===== config.mk =====
export PLATFORM = sky130hd
export DESIGN_NAME = drv_fifo_bank_flat
export DESIGN_NICKNAME = d
export VERILOG_FILES = /design/src/rtl/drv_fifo_bank_if.sv /design/src/rtl/drv_fifo_bank.sv /design/src/flat_wrapper.sv
export SDC_FILE = /design/constraint.sdc
export NUM_CORES = 1
export LEC_CHECK = 0
export ABC_AREA = 1
export BUFFER_PORTS_ARGS = -buffer_cell sky130_fd_sc_hd__buf_2
export CORE_ASPECT_RATIO = 2
export CORE_MARGIN = 2
export CORE_UTILIZATION = 40
export CTS_BUF_LIST = sky130_fd_sc_hd__clkbuf_8
export DETAILED_ROUTE_END_ITERATION = 8
export PLACE_DENSITY = 0.53
export SETUP_SLACK_MARGIN = 0.2
export SLEW_MARGIN = 20
export SYNTH_ARGS = -nofsm -noshare
export SYNTH_HDL_FRONTEND = slang
export SYNTH_SLANG_ARGS = --single-unit

===== constraint.sdc =====
create_clock -name clk -period 24.9 [get_ports clk]
set_input_delay 2.49 -clock clk [delete_from_list [all_inputs] [get_ports clk]]
set_output_delay 2.49 -clock clk [all_outputs]
set_load 0.02 [all_outputs]

===== src/rtl/drv_fifo_bank_if.sv =====
// Signal bundle for drv_fifo_bank.
// The agent/bus side (master) drives the strobes, and the FIFO bank (slave) returns its status and head words.
interface drv_fifo_bank_if #(
  parameter int pckg_sz   = 16,
  parameter int deep_fifo = 8,
  parameter int drvrs     = 4
);
  localparam int CW = $clog2(deep_fifo + 1);

  // Strobe semantics, per channel and per cycle:
  //   push_in writes D_in.
  //   pop acknowledges the word currently on D_pop.
  //   flush clears the channel.
  // Every output is derived from registered state only.
  logic [drvrs-1:0]              push_in;
  logic [drvrs-1:0][pckg_sz-1:0] D_in;
  logic [drvrs-1:0]              flush;
  logic [drvrs-1:0]              pop;
  logic [drvrs-1:0]              pndng;
  logic [drvrs-1:0][pckg_sz-1:0] D_pop;
  logic [drvrs-1:0]              full;
  logic [drvrs-1:0][CW-1:0]      count;
  logic [drvrs-1:0][15:0]        ovf_cnt;
  logic [drvrs-1:0]              udf_err;

  modport master (
    output push_in, D_in, flush, pop,
    input  pndng, D_pop, full, count, ovf_cnt, udf_err
  );

  modport slave (
    input  push_in, D_in, flush, pop,
    output pndng, D_pop, full, count, ovf_cnt, udf_err
  );
endinterface


===== src/rtl/drv_fifo_bank.sv =====
// Bank of independent first-word-fall-through FIFOs, one per bus driver.
// Each FIFO has an overflow counter and a sticky underflow flag.
module drv_fifo_bank #(
  parameter int pckg_sz   = 16,
  parameter int deep_fifo = 8,
  parameter int drvrs     = 4,
  parameter int ovf_mode  = 0
) (
  input  logic           clk,
  input  logic           reset,
  drv_fifo_bank_if.slave bus
);
  localparam int PW = $clog2(deep_fifo);
  localparam int CW = $clog2(deep_fifo + 1);

  // Pointers wrap explicitly because depth need not be a power of two.
  function automatic logic [PW-1:0] nxt(input logic [PW-1:0] p);
    return (p == PW'(deep_fifo - 1)) ? '0 : p + PW'(1);
  endfunction

  for (genvar g = 0; g < drvrs; g++) begin : g_ch
    logic [pckg_sz-1:0] mem [deep_fifo];
    logic [PW-1:0]      rd_ptr;
    logic [PW-1:0]      wr_ptr;
    logic [CW-1:0]      cnt;
    logic [15:0]        ovf;
    logic               udf;
    logic               is_empty;
    logic               is_full;

    assign is_empty = (cnt == '0);
    assign is_full  = (cnt == CW'(deep_fifo));

    always_ff @(posedge clk or posedge reset) begin
      if (reset) begin
        rd_ptr <= '0;
        wr_ptr <= '0;
        cnt    <= '0;
        ovf    <= '0;
        udf    <= 1'b0;
        for (int i = 0; i < deep_fifo; i++) mem[i] <= '0;
      end else if (bus.flush[g]) begin
        rd_ptr <= '0;
        wr_ptr <= '0;
        cnt    <= '0;
      end else begin
        case ({bus.push_in[g], bus.pop[g]})
          2'b11: begin
            mem[wr_ptr] <= bus.D_in[g];
            wr_ptr      <= nxt(wr_ptr);
            if (is_empty) begin
              cnt <= CW'(1);
              udf <= 1'b1;
            end else begin
              rd_ptr <= nxt(rd_ptr);
            end
          end
          2'b10: begin
            if (!is_full) begin
              mem[wr_ptr] <= bus.D_in[g];
              wr_ptr      <= nxt(wr_ptr);
              cnt         <= cnt + CW'(1);
            end else begin
              if (ovf != 16'hFFFF) ovf <= ovf + 16'd1;
              // When full, wr_ptr == rd_ptr, so this overwrites the oldest word in place.
              if (ovf_mode != 0) begin
                mem[wr_ptr] <= bus.D_in[g];
                wr_ptr      <= nxt(wr_ptr);
                rd_ptr      <= nxt(rd_ptr);
              end
            end
          end
          2'b01: begin
            if (!is_empty) begin
              rd_ptr <= nxt(rd_ptr);
              cnt    <= cnt - CW'(1);
            end else begin
              udf <= 1'b1;
            end
          end
          default: ;
        endcase
      end
    end

    assign bus.pndng[g]   = !is_empty;
    assign bus.full[g]    = is_full;
    assign bus.D_pop[g]   = mem[rd_ptr];
    assign bus.count[g]   = cnt;
    assign bus.ovf_cnt[g] = ovf;
    assign bus.udf_err[g] = udf;
  end
endmodule


===== src/flat_wrapper.sv =====
// flat-port wrapper written by rule: the top's interface ports become plain ports
module drv_fifo_bank_flat 
#(
  parameter int pckg_sz   = 16,
  parameter int deep_fifo = 8,
  parameter int drvrs     = 4,
  parameter int ovf_mode  = 0
)
  (clk, reset, bus_push_in, bus_D_in, bus_flush, bus_pop, bus_pndng, bus_D_pop, bus_full, bus_count, bus_ovf_cnt, bus_udf_err);
  drv_fifo_bank_if #(.pckg_sz(pckg_sz), .deep_fifo(deep_fifo), .drvrs(drvrs)) bus_i ();
  input  logic clk;
  input  logic reset;
  input wire logic [$bits(bus_i.push_in)-1:0] bus_push_in;
  input wire logic [$bits(bus_i.D_in)-1:0] bus_D_in;
  input wire logic [$bits(bus_i.flush)-1:0] bus_flush;
  input wire logic [$bits(bus_i.pop)-1:0] bus_pop;
  output wire logic [$bits(bus_i.pndng)-1:0] bus_pndng;
  output wire logic [$bits(bus_i.D_pop)-1:0] bus_D_pop;
  output wire logic [$bits(bus_i.full)-1:0] bus_full;
  output wire logic [$bits(bus_i.count)-1:0] bus_count;
  output wire logic [$bits(bus_i.ovf_cnt)-1:0] bus_ovf_cnt;
  output wire logic [$bits(bus_i.udf_err)-1:0] bus_udf_err;
  assign bus_i.push_in = bus_push_in;
  assign bus_i.D_in = bus_D_in;
  assign bus_i.flush = bus_flush;
  assign bus_i.pop = bus_pop;
  assign bus_pndng = bus_i.pndng;
  assign bus_D_pop = bus_i.D_pop;
  assign bus_full = bus_i.full;
  assign bus_count = bus_i.count;
  assign bus_ovf_cnt = bus_i.ovf_cnt;
  assign bus_udf_err = bus_i.udf_err;
  drv_fifo_bank #(.pckg_sz(pckg_sz), .deep_fifo(deep_fifo), .drvrs(drvrs), .ovf_mode(ovf_mode)) u_core (.clk(clk), .reset(reset), .bus(bus_i));
endmodule

==> metrics, run 1 <==
status=complete, no violations; layout cells sized above 1=between 10 and 15%; Reg2Reg Launch Point=u_core.g_ch[2].cnt[1]$_DFFE_PP0P_; Yosys Warn Count=0; most instantiated library cell after synthesis=nand2_1; nets@finish=between 4000 and 5000; fillcell total=around 8000; cell row count=144; root buffer cell=clkbuf_8; worst setup path class=flip-flop to output port; Worst setup EP type=output port; Via density=roughly 5.2; gpl congestion=0.819; fin. max-slew vios=0; Die Span X=between 200 and 250 um; CTS Hold Buffers Added=0; Worst EP required=between 20000 and 25000 ps; Layout Utilization=45.4%; CTS tree=built; Die Y-Extent=about 400 um; Setup WS post-layout=19140 ps; Vias=approximately 28000; Mapped Cells=4125; worst path arrival time=between 3000 and 4000 ps; crit path max fanout=67; fin area=between 30000 and 40000 um2; CTS max path bufs=3; Final Hold Viols=0; endpoints failing setup=0; # Post-CTS Setup Buffers=0; RR Endpoint=u_core.g_ch[2].mem[127]$_DFFE_PP0P_; Worst-path clk slew=roughly 70 ps; H-tree Lvls=3; maximum vdd drop=46.5 uV; sequential share of the synthesized area=between 40% and 50%; synthesized netlist net count=around 4200; Pwr Density=just over 90 nW/um2; Stages on worst setup path=7; routed wire length=around 96 mm; worst-skew pair later-pin latency=780 ps; core area=between 70000 and 80000 um2; Post-synth EDFFs=0; Place WS=19220 ps; routed len/inst=about 18 um; input/output buffers=around 230; grt ovf=0; Yosys top cell area share=roughly 50%; clk_skew=approximately 49 ps; Fmax=about 170 MHz; Worst Tran Pin Value=between 1000 and 1500 ps; Num Clock Sinks=620; Pre-antenna DRT Iters=5; leading area contributor after synthesis=dfrtp_1; minimum clock period=~5800 ps; CP bufs+invs=3; first-pass GRT wire length=roughly 150 mm; Netlist cell types=34; vias in the first global route=about 27000; Resize count post-CTS=0; IO Count=234; DIE AREA=80400 um2; Async SR Flop Fraction=between 90% and 100%; Mapped Avg Cell Area=7.57 um2; R2R depth=9; Synth Flop Type=dfrtp_1; #FFs+latches synth=620; worst reg2reg setup slack=~22000 ps; CP delay by family, top=buffers and inverters; RSZ-0062 raised after global routing=false; Post-DP Area=around 33000 um2; Post-DRT Antenna Nets=0; DRC viols=0; initial antenna violation count=7; Initial Utilization=about two fifths; DRT iter0 DRCs=about 1800; All-Layer GR Usage=between 20% and 30%; most frequent cells after synthesis=nand2_1 (1381), o21ai_0 (758), dfrtp_1 (620); Crit-path slowest cell=inv_2; Worst setup endpoint=bus_D_pop[50]; Post-Syn Area=about 31000 um2; crit share post-route=a little under a quarter; Cell Chain, Critical Path=buf_4 -> inv_2 -> a21oi_1 -> o21ai_0 -> nand3_1 -> o21a_1 -> buf_2; Max-Cap Viols=0; Post-DP HPWL=~61 mm; Lkg Pwr=between 0.015 and 0.02 uW; worst hold path class=flip-flop to flip-flop; Post-Route Setup TNS=0 ps; top cells by area, synth=dfrtp_1 (50%), nand2_1 (17%), o21ai_0 (12%), nor2_1 (3.6%), nand3_1 (3.5%); Worst Setup SP=u_core.g_ch[3].rd_ptr[0]$_DFFE_PP0P_; Num CTS Buffers=96; slowest stage delay, CP=between 600 and 700 ps; Area Overhead vs Synth=12.1%; CP startpoint kind=flip-flop; Slew HR=21.7%; largest net degree at the start of global routing=157
## report_power, final
group / internal, uW / switching [uW] / leakage, uW
combinational: 292 / 627 / 0.00855
sequential: 1250 / 125 / 0.00799
clock: 491 / 433 / 0.00118
total: 2030 / 1190 / 0.0177
## logic make-up (layout without fill, tap and decap cells)
group / Yosys count / after routing / share of synthesized area, %
fa+ha+maj: 44 / 44 / 1.76
buf+inv: 521 / 713 / 6.97
compound gates: 931 / 931 / 15.3
simple gates: 1971 / 1971 / 25.2
flops: 620 / 620 / 49.7
other cells: 0 / 3 / 0
xor+xnor: 38 / 38 / 1.07
## final cells by class
| cell class | instances | area (um2) | share of cell area [%] |
|---|---|---|---|
| antenna | 3 | 7.51 | 0.0215 |
| clock buffer | 127 | 1750 | 5.00 |
| clock inverter | 50 | 333 | 0.951 |
| inverter | 249 | 942 | 2.69 |
| multi-input combinational | 2984 | 13600 | 38.8 |
| sequential | 620 | 15500 | 44.4 |
| tap | 1022 | 1280 | 3.66 |
| timing repair buffer | 287 | 1580 | 4.53 |
## sequential cells by signal, indices dropped and copies added, names as in the netlist
register,flops
u_core.g_ch.cnt,16
u_core.g_ch.ovf,64
u_core.g_ch.udf,4
u_core.g_ch.wr_ptr,12
u_core.g_ch.mem,512
u_core.g_ch.rd_ptr,12
## per-layer routing
layer  share of wire, %  global-route usage, %  wire [um]
met1                 41                   29.0      39700
met2                 52                   43.6      49900
met3                4.7                   3.80       4470
met4                2.0                   7.08       1910
met5              0.065                      0         62
## stage by stage
stage / total power, uW / instances / hold slack (ps)
after floorplan: 2010 / 4125 / 429
after global placement: 2310 / 5162 / 435
after detailed placement: 2320 / 5162 / 453
after CTS: 3260 / 5339 / 467
after global routing: 3450 / 5340 / 480
final: 3220 / 5342 / 461
## worst min-delay path by stage
| stage | from | end | slack (ps) | depth (start not counted) |
|---|---|---|---|---|
| after floorplan | u_core.g_ch[2].udf$_DFFE_PP0P_ | u_core.g_ch[2].udf$_DFFE_PP0P_ | 430 | 1 |
| after global placement | u_core.g_ch[3].udf$_DFFE_PP0P_ | u_core.g_ch[3].udf$_DFFE_PP0P_ | 440 | 1 |
| after detailed placement | u_core.g_ch[2].mem[27]$_DFFE_PP0P_ | u_core.g_ch[2].mem[27]$_DFFE_PP0P_ | 450 | 2 |
| after CTS | u_core.g_ch[2].mem[27]$_DFFE_PP0P_ | u_core.g_ch[2].mem[27]$_DFFE_PP0P_ | 470 | 2 |
| after global routing | u_core.g_ch[3].udf$_DFFE_PP0P_ | u_core.g_ch[3].udf$_DFFE_PP0P_ | 480 | 1 |
| final | u_core.g_ch[3].udf$_DFFE_PP0P_ | u_core.g_ch[3].udf$_DFFE_PP0P_ | 460 | 1 |
## worst register-to-register path: stages, from the launching register on
cell,delay (ps)
dfrtp_1,470
nor2_1,130
nand2_1,100
inv_1,80
o21ai_4,110
buf_4,440
buf_4,830
nand2_1,760
nand2_1,240
nand2_1,60
## layout by cell type (no fill, tap or decap), types with 4 or more instances in the layout
cell type,count
and2_1,4
nor3_1,5
nand2_1,1381
nor2_4,9
o21a_1,17
inv_2,5
clkinv_2,15
dfrtp_2,6
nor2_2,8
inv_6,4
o21ai_1,7
clkbuf_8,127
o21ai_0,758
or2_2,4
buf_4,53
nand4_1,29
buf_2,233
dfrtp_1,614
xnor2_1,30
nor2_1,301
nand3_1,219
a21oi_1,108
inv_1,264
ha_1,44
xor2_1,8
nand3b_1,5
clkinv_1,4
o22ai_1,34
(Power assumes the default switching activity.)
==> run 2: changes to the inputs <==
--- a/config.mk
+++ b/config.mk
@@ -12,7 +12,7 @@
 export CORE_UTILIZATION = 40
 export CTS_BUF_LIST = sky130_fd_sc_hd__clkbuf_8
 export DETAILED_ROUTE_END_ITERATION = 8
-export PLACE_DENSITY = 0.53
+export PLACE_DENSITY = 0.55
 export SETUP_SLACK_MARGIN = 0.2
 export SLEW_MARGIN = 20
 export SYNTH_ARGS = -nofsm -noshare
==> constraint.sdc (replaced) <==
create_clock -name clk -period 5.25 [get_ports clk]
set_input_delay 0.525 -clock clk [delete_from_list [all_inputs] [get_ports clk]]
set_output_delay 0.525 -clock clk [all_outputs]
set_load 0.02 [all_outputs]
==> run 2 against run 1 <==
  * Routed wire length rose by 2.4%
  * First-iteration DRC count rose by 3.2%
  * Register-to-register slack got worse by 19000 ps
  * Clock skew fell by 6.1 ps
  * Critical path depth did not move
  * Largest cell class unchanged
  * Highest routed layer unchanged
==> metrics, run 2 (synthesis gave the netlist of run 1 again) <==
CTS max path bufs=3; Worst Hold Slack=about 86 ps; Worst Hold Path Cells=3; Die Y-Extent=between 300 and 400 um; R2R depth=7; nets@finish=roughly 4400; Final Hold Viols=0; Total Power=roughly 15000 uW; Vias=~28000; worst-case hold path end point=u_core.g_ch[0].mem[74]$_DFFE_PP0P_; Worst Tran Pin Value=1100 ps; All-Layer GR Usage=between 20% and 30%; Resize count post-CTS=0; Worst-path clk slew=roughly 70 ps; crit share post-route=a little over 70%; Top Registers=u_core.g_ch.mem x512, u_core.g_ch.ovf x64, u_core.g_ch.cnt x16; cell row count=about 140; root buffer cell=clkbuf_8; Worst EP required=4720 ps; IO Count=between 200 and 250; Pre-antenna DRT Iters=5; most frequent cells in the layout=nand2_1 (1381), o21ai_0 (758), dfrtp_1 (614); clk_skew=roughly 43 ps; minimum clock period=3760 ps; Max-Cap Viols=0; Biggest register=u_core.g_ch.mem; routed len/inst=18.4 um; initial antenna violation count=14; hold_sp=bus_D_in[10]; Fmax=266 MHz; Reg2Reg Launch Point=u_core.g_ch[2].cnt[1]$_DFFE_PP0P_; gpl congestion=about 0.86; Num CTS Buffers=94; DRC viols=0; CP startpoint kind=flip-flop; vias in the first global route=about 27000; worst setup path class=flip-flop to output port; fillcell total=8084; Slew HR=26.2%; Setup WS post-layout=roughly 1500 ps; input/output buffers=233; status=complete, no violations; Die Span X=202 um; most common cell after layout, fill and taps aside=nand2_1; worst-skew pair later-pin latency=just under 800 ps; DIE AREA=~80000 um2; Area Overhead vs Synth=12.0%; Pwr Density=433 nW/um2; core area=77100 um2; Worst setup EP type=output port; largest net degree at the start of global routing=132; max FFs per register=between 500 and 600; fin. max-slew vios=0; Num Clock Sinks=a little over 600; worst reg2reg setup slack=roughly 2300 ps; maximum vdd drop=approximately 250 uV; routed wire length=a little under 100 mm; Post-DP HPWL=approximately 62 mm; Post-Route Setup TNS=0 ps; CTS tree=built; layout cells sized above 1=a little over a tenth; DRT iter0 DRCs=between 1500 and 2000; worst path arrival time=3240 ps; crit path max fanout=between 60 and 70; H-tree Lvls=3; first-pass GRT wire length=between 150 and 200 mm; Post-DRT Antenna Nets=0; endpoints failing setup=0; Initial Utilization=40.5%; grt ovf=0; RSZ-0062 raised after global routing=false; worst hold path class=input port to flip-flop; RR Endpoint=u_core.g_ch[2].mem[100]$_DFFE_PP0P_; Place WS=approximately 1900 ps; Via density=5.20; Lkg Pwr=0.0177 uW
## run 2: cell count changes in the layout (fill, tap and decap cells not counted), sizes merged
cell,change
clkbuf,-5
clkinv,-5
dlygate4sd3,+5
clkinvlp,+4
buf,+2
diode,+2
bufinv,-1
## run 2: stage by stage
stage,utilization (%),std cells,instance area [um2]
after floorplan,-,4125,31200
final,45.3,5344,35000
after global placement,42.7,5164,32900
after CTS,45.3,5339,34900
after global routing,45.3,5344,35000
after detailed placement,42.7,5164,32900
## run 2: worst max path at each step
stage	from	to	slack [ps]
after floorplan	reset	u_core.g_ch[0].cnt[0]$_DFFE_PP0P_	-3740
after global placement	bus_pop[0]	u_core.g_ch[0].mem[38]$_DFFE_PP0P_	2050
after detailed placement	bus_pop[0]	u_core.g_ch[0].mem[40]$_DFFE_PP0P_	1950
after CTS	u_core.g_ch[3].rd_ptr[0]$_DFFE_PP0P_	bus_D_pop[62]	1410
after global routing	u_core.g_ch[3].rd_ptr[0]$_DFFE_PP0P_	bus_D_pop[48]	1210
final	u_core.g_ch[3].rd_ptr[0]$_DFFE_PP0P_	bus_D_pop[62]	1490
## run 2: worst max-delay path: stages, from the launching register on
cell,delay (ps)
dfrtp_2,340
buf_4,550
inv_2,620
a21oi_1,260
o21ai_0,100
nand3_1,120
o21a_1,240
buf_2,210
## run 2: where the power goes
group	switching, uW	internal (uW)
clock	2030	2180
combinational	2990	1390
sequential	623	5920
total	5650	9490
## run 2: cell type report
type / count / area, um2 / area share [%]
tap: 1022 / 1280 / 3.66
clock inverter: 48 / 282 / 0.805
inverter: 249 / 938 / 2.68
sequential: 620 / 15500 / 44.4
clock buffer: 122 / 1680 / 4.80
multi-input combinational: 2984 / 13600 / 38.8
timing repair buffer: 294 / 1690 / 4.82
antenna: 5 / 12.5 / 0.0358
## run 2: per-layer routing
metal | vias to the layer above | track usage [%] | routed length, um
li1 | 13529 | - | -
met2 | 768 | 44.8 | 51100
met4 | 10 | 9.82 | 3010
met5 | - | 0 | 70
met1 | 13316 | 28.7 | 38900
met3 | 190 | 3.71 | 5400
## run 2: timing repair
item,in CTS,in global routing
setup buffers,0,0
endpoints found under the hold margin,25,0
hold buffers,5,0
==> run 3: changes to the inputs <==
--- a/config.mk
+++ b/config.mk
@@ -12,7 +12,7 @@
 export CORE_UTILIZATION = 40
 export CTS_BUF_LIST = sky130_fd_sc_hd__clkbuf_8
 export DETAILED_ROUTE_END_ITERATION = 8
-export PLACE_DENSITY = 0.55
+export PLACE_DENSITY = 0.53
 export SETUP_SLACK_MARGIN = 0.2
 export SLEW_MARGIN = 20
 export SYNTH_ARGS = -nofsm -noshare
==> constraint.sdc (replaced) <==
create_clock -name clk -period 3.6 [get_ports clk]
set_input_delay 0.36 -clock clk [delete_from_list [all_inputs] [get_ports clk]]
set_output_delay 0.36 -clock clk [all_outputs]
set_load 0.02 [all_outputs]
==> run 3 against run 2 <==
  * Register-to-register slack lost 960 ps
  * Critical path depth grew 1
  * Routed wire length shrank 1.2%
==> metrics, run 3 (synthesis gave the netlist of run 1 again) <==
status=complete, no violations; largest net degree at the start of global routing=approximately 110; Post-DRT Antenna Nets=0; most frequent cells in the layout=nand2_1 (1381), o21ai_0 (758), dfrtp_1 (614); first-pass GRT wire length=156 mm; Via density=5.11; Worst setup EP type=output port; max FFs per register=512; Cell Chain, Critical Path=clkinv_1 -> buf_4 -> buf_4 -> nor2_1 -> o21ai_0 -> nand2_1 -> nand2_1 -> buf_2; Final Hold Viols=0; Num Clock Sinks=between 600 and 700; CTS max path bufs=3; fin. max-slew vios=0; minimum clock period=approximately 3200 ps; IO Count=234; input/output buffers=about 230; crit path max fanout=20; Place WS=between 1000 and 1500 ps; Combinational Power Share=around 29%; clock share of power=27.3%; Crit-path slowest cell=clkinv_1; Biggest register=u_core.g_ch.mem; CTS tree=built; Die Y-Extent=approximately 400 um; Area Overhead vs Synth=15.2%; Worst Hold Path Cells=5; maximum vdd drop=roughly 320 uV; Post-Route Setup TNS=0 ps; Setup WS post-layout=403 ps; Net Switching=8230 uW; DRC viols=0; core area=77100 um2; clk_skew=around 33 ps; DIE AREA=between 80000 and 90000 um2; DRT iter0 DRCs=1926; Post-DP HPWL=64.3 mm; hold_sp=bus_push_in[0]; Vias=approximately 28000; RR Endpoint=u_core.g_ch[0].mem[78]$_DFFE_PP0P_; RSZ-0062 raised after global routing=false; gpl congestion=roughly 0.85; worst path arrival time=about 2800 ps; Top Registers=u_core.g_ch.mem x512, u_core.g_ch.ovf x64, u_core.g_ch.cnt x16; vias in the first global route=approximately 28000; H-tree Lvls=3; Slew HR=33.0%; Pwr Density=614 nW/um2; initial antenna violation count=6; endpoints failing setup=0; All-Layer GR Usage=between 20% and 30%; R2R depth=7; layout cells sized above 1=about 11%; internal power=13800 uW; nets@finish=roughly 4500; Initial Utilization=between 40 and 50%; worst-case hold path end point=u_core.g_ch[0].cnt[3]$_DFFE_PP0P_; Lkg Pwr=0.0182 uW; Max-Cap Viols=0; Sw Ratio=37.3%; grt ovf=0; Worst Tran Pin Value=about 1000 ps; root buffer cell=clkbuf_8; Fmax=approximately 310 MHz; Worst EP required=3240 ps; worst hold path class=input port to flip-flop; crit share post-route=slightly below 90%; Num CTS Buffers=between 90 and 100; Die Span X=~200 um; worst-skew pair later-pin latency=~770 ps; Total Power=about 22000 uW; routed len/inst=17.8 um; most common cell after layout, fill and taps aside=nand2_1; Pre-antenna DRT Iters=5; worst setup path class=flip-flop to output port; slowest stage delay, CP=between 500 and 600 ps; worst reg2reg setup slack=1360 ps; routed wire length=between 90 and 100 mm; # Post-CTS Setup Buffers=0; cell row count=around 140; Worst-path clk slew=70 ps; Reg2Reg Launch Point=u_core.g_ch[0].cnt[1]$_DFFE_PP0P_; CP startpoint kind=flip-flop; Flop pwr share=a little over two fifths
==> run 3: changes by cell type in the layout (fill, tap and decap cells not counted), moves of 5 or more <==
cell | previous run | this run
inv_1 | 269 | 278
buf_4 | 52 | 92
buf_12 | 4 | 10
clkinv_2 | 10 | 5
dlygate4sd3_1 | 5 | 70
==> run 3: stage by stage <==
step,instances,area [um2],util [%],hold WS [ps]
floorplan,4125,31200,-,429
global placement,5210,33300,43.2,436
detailed placement,5210,33300,43.2,451
CTS,5453,36000,46.6,11.9
global route,5456,36000,46.6,102
finish,5457,36000,46.6,72.0
==> run 3: worst max-delay path: cells and delay by family, from the launching register on <==
family	cells	cell delay (ps)
AND/OR/NAND/NOR	3	260
flip-flops	1	360
AO/OA/AOI/OAI	1	90
buffers and inverters	4	1350
==> run 3: final cells by class <==
cell class	count	area, um2
Fill cell	8079	41100
Sequential cell	620	15500
Multi-Input combinational cell	2984	13500
Timing Repair Buffer	405	2760
Clock buffer	123	1690
Tap cell	1022	1280
Inverter	249	938
Clock inverter	50	223
Antenna cell	4	10.0
==> run 3: worst max path at each step <==
stage                                               from                                 to  cells past startpoint
finish              u_core.g_ch[0].rd_ptr[0]$_DFFE_PP0P_                       bus_D_pop[9]                      8
CTS                 u_core.g_ch[0].rd_ptr[0]$_DFFE_PP0P_                       bus_D_pop[9]                      8
global route        u_core.g_ch[0].rd_ptr[0]$_DFFE_PP0P_                      bus_D_pop[13]                      8
floorplan                                          reset  u_core.g_ch[0].cnt[0]$_DFFE_PP0P_                      1
detailed placement                            bus_pop[1]  u_core.g_ch[1].mem[9]$_DFFE_PP0P_                      9
global placement                              bus_pop[1]  u_core.g_ch[1].mem[9]$_DFFE_PP0P_                      9
==> run 3: metal layers <==
layer	track usage, %	vias up	part of all wire, %
met1	28.5	13291	40
met5	0	-	0.030
met3	3.46	174	4.6
met4	9.13	4	2.9
met2	44.7	682	52
li1	-	13755	-
==> run 3: timing repair <==
item	4_1_cts	5_1_grt
hold buffers	70	0
gates resized for setup	0	0
setup endpoints to repair	0	0
endpoints found under the hold margin	533	0
==> run 3: power by group through the flow <==
stage          Combinational (uW)  Clock [uW]  Sequential [uW]
2_1_floorplan                4450           0             9470
3_3_place_gp                 6410           0             9640
3_5_place_dp                 6460           0             9670
4_1_cts                      6540        6240             9550
5_1_grt                      7350        6510             9760
6_report                     6470        6030             9570
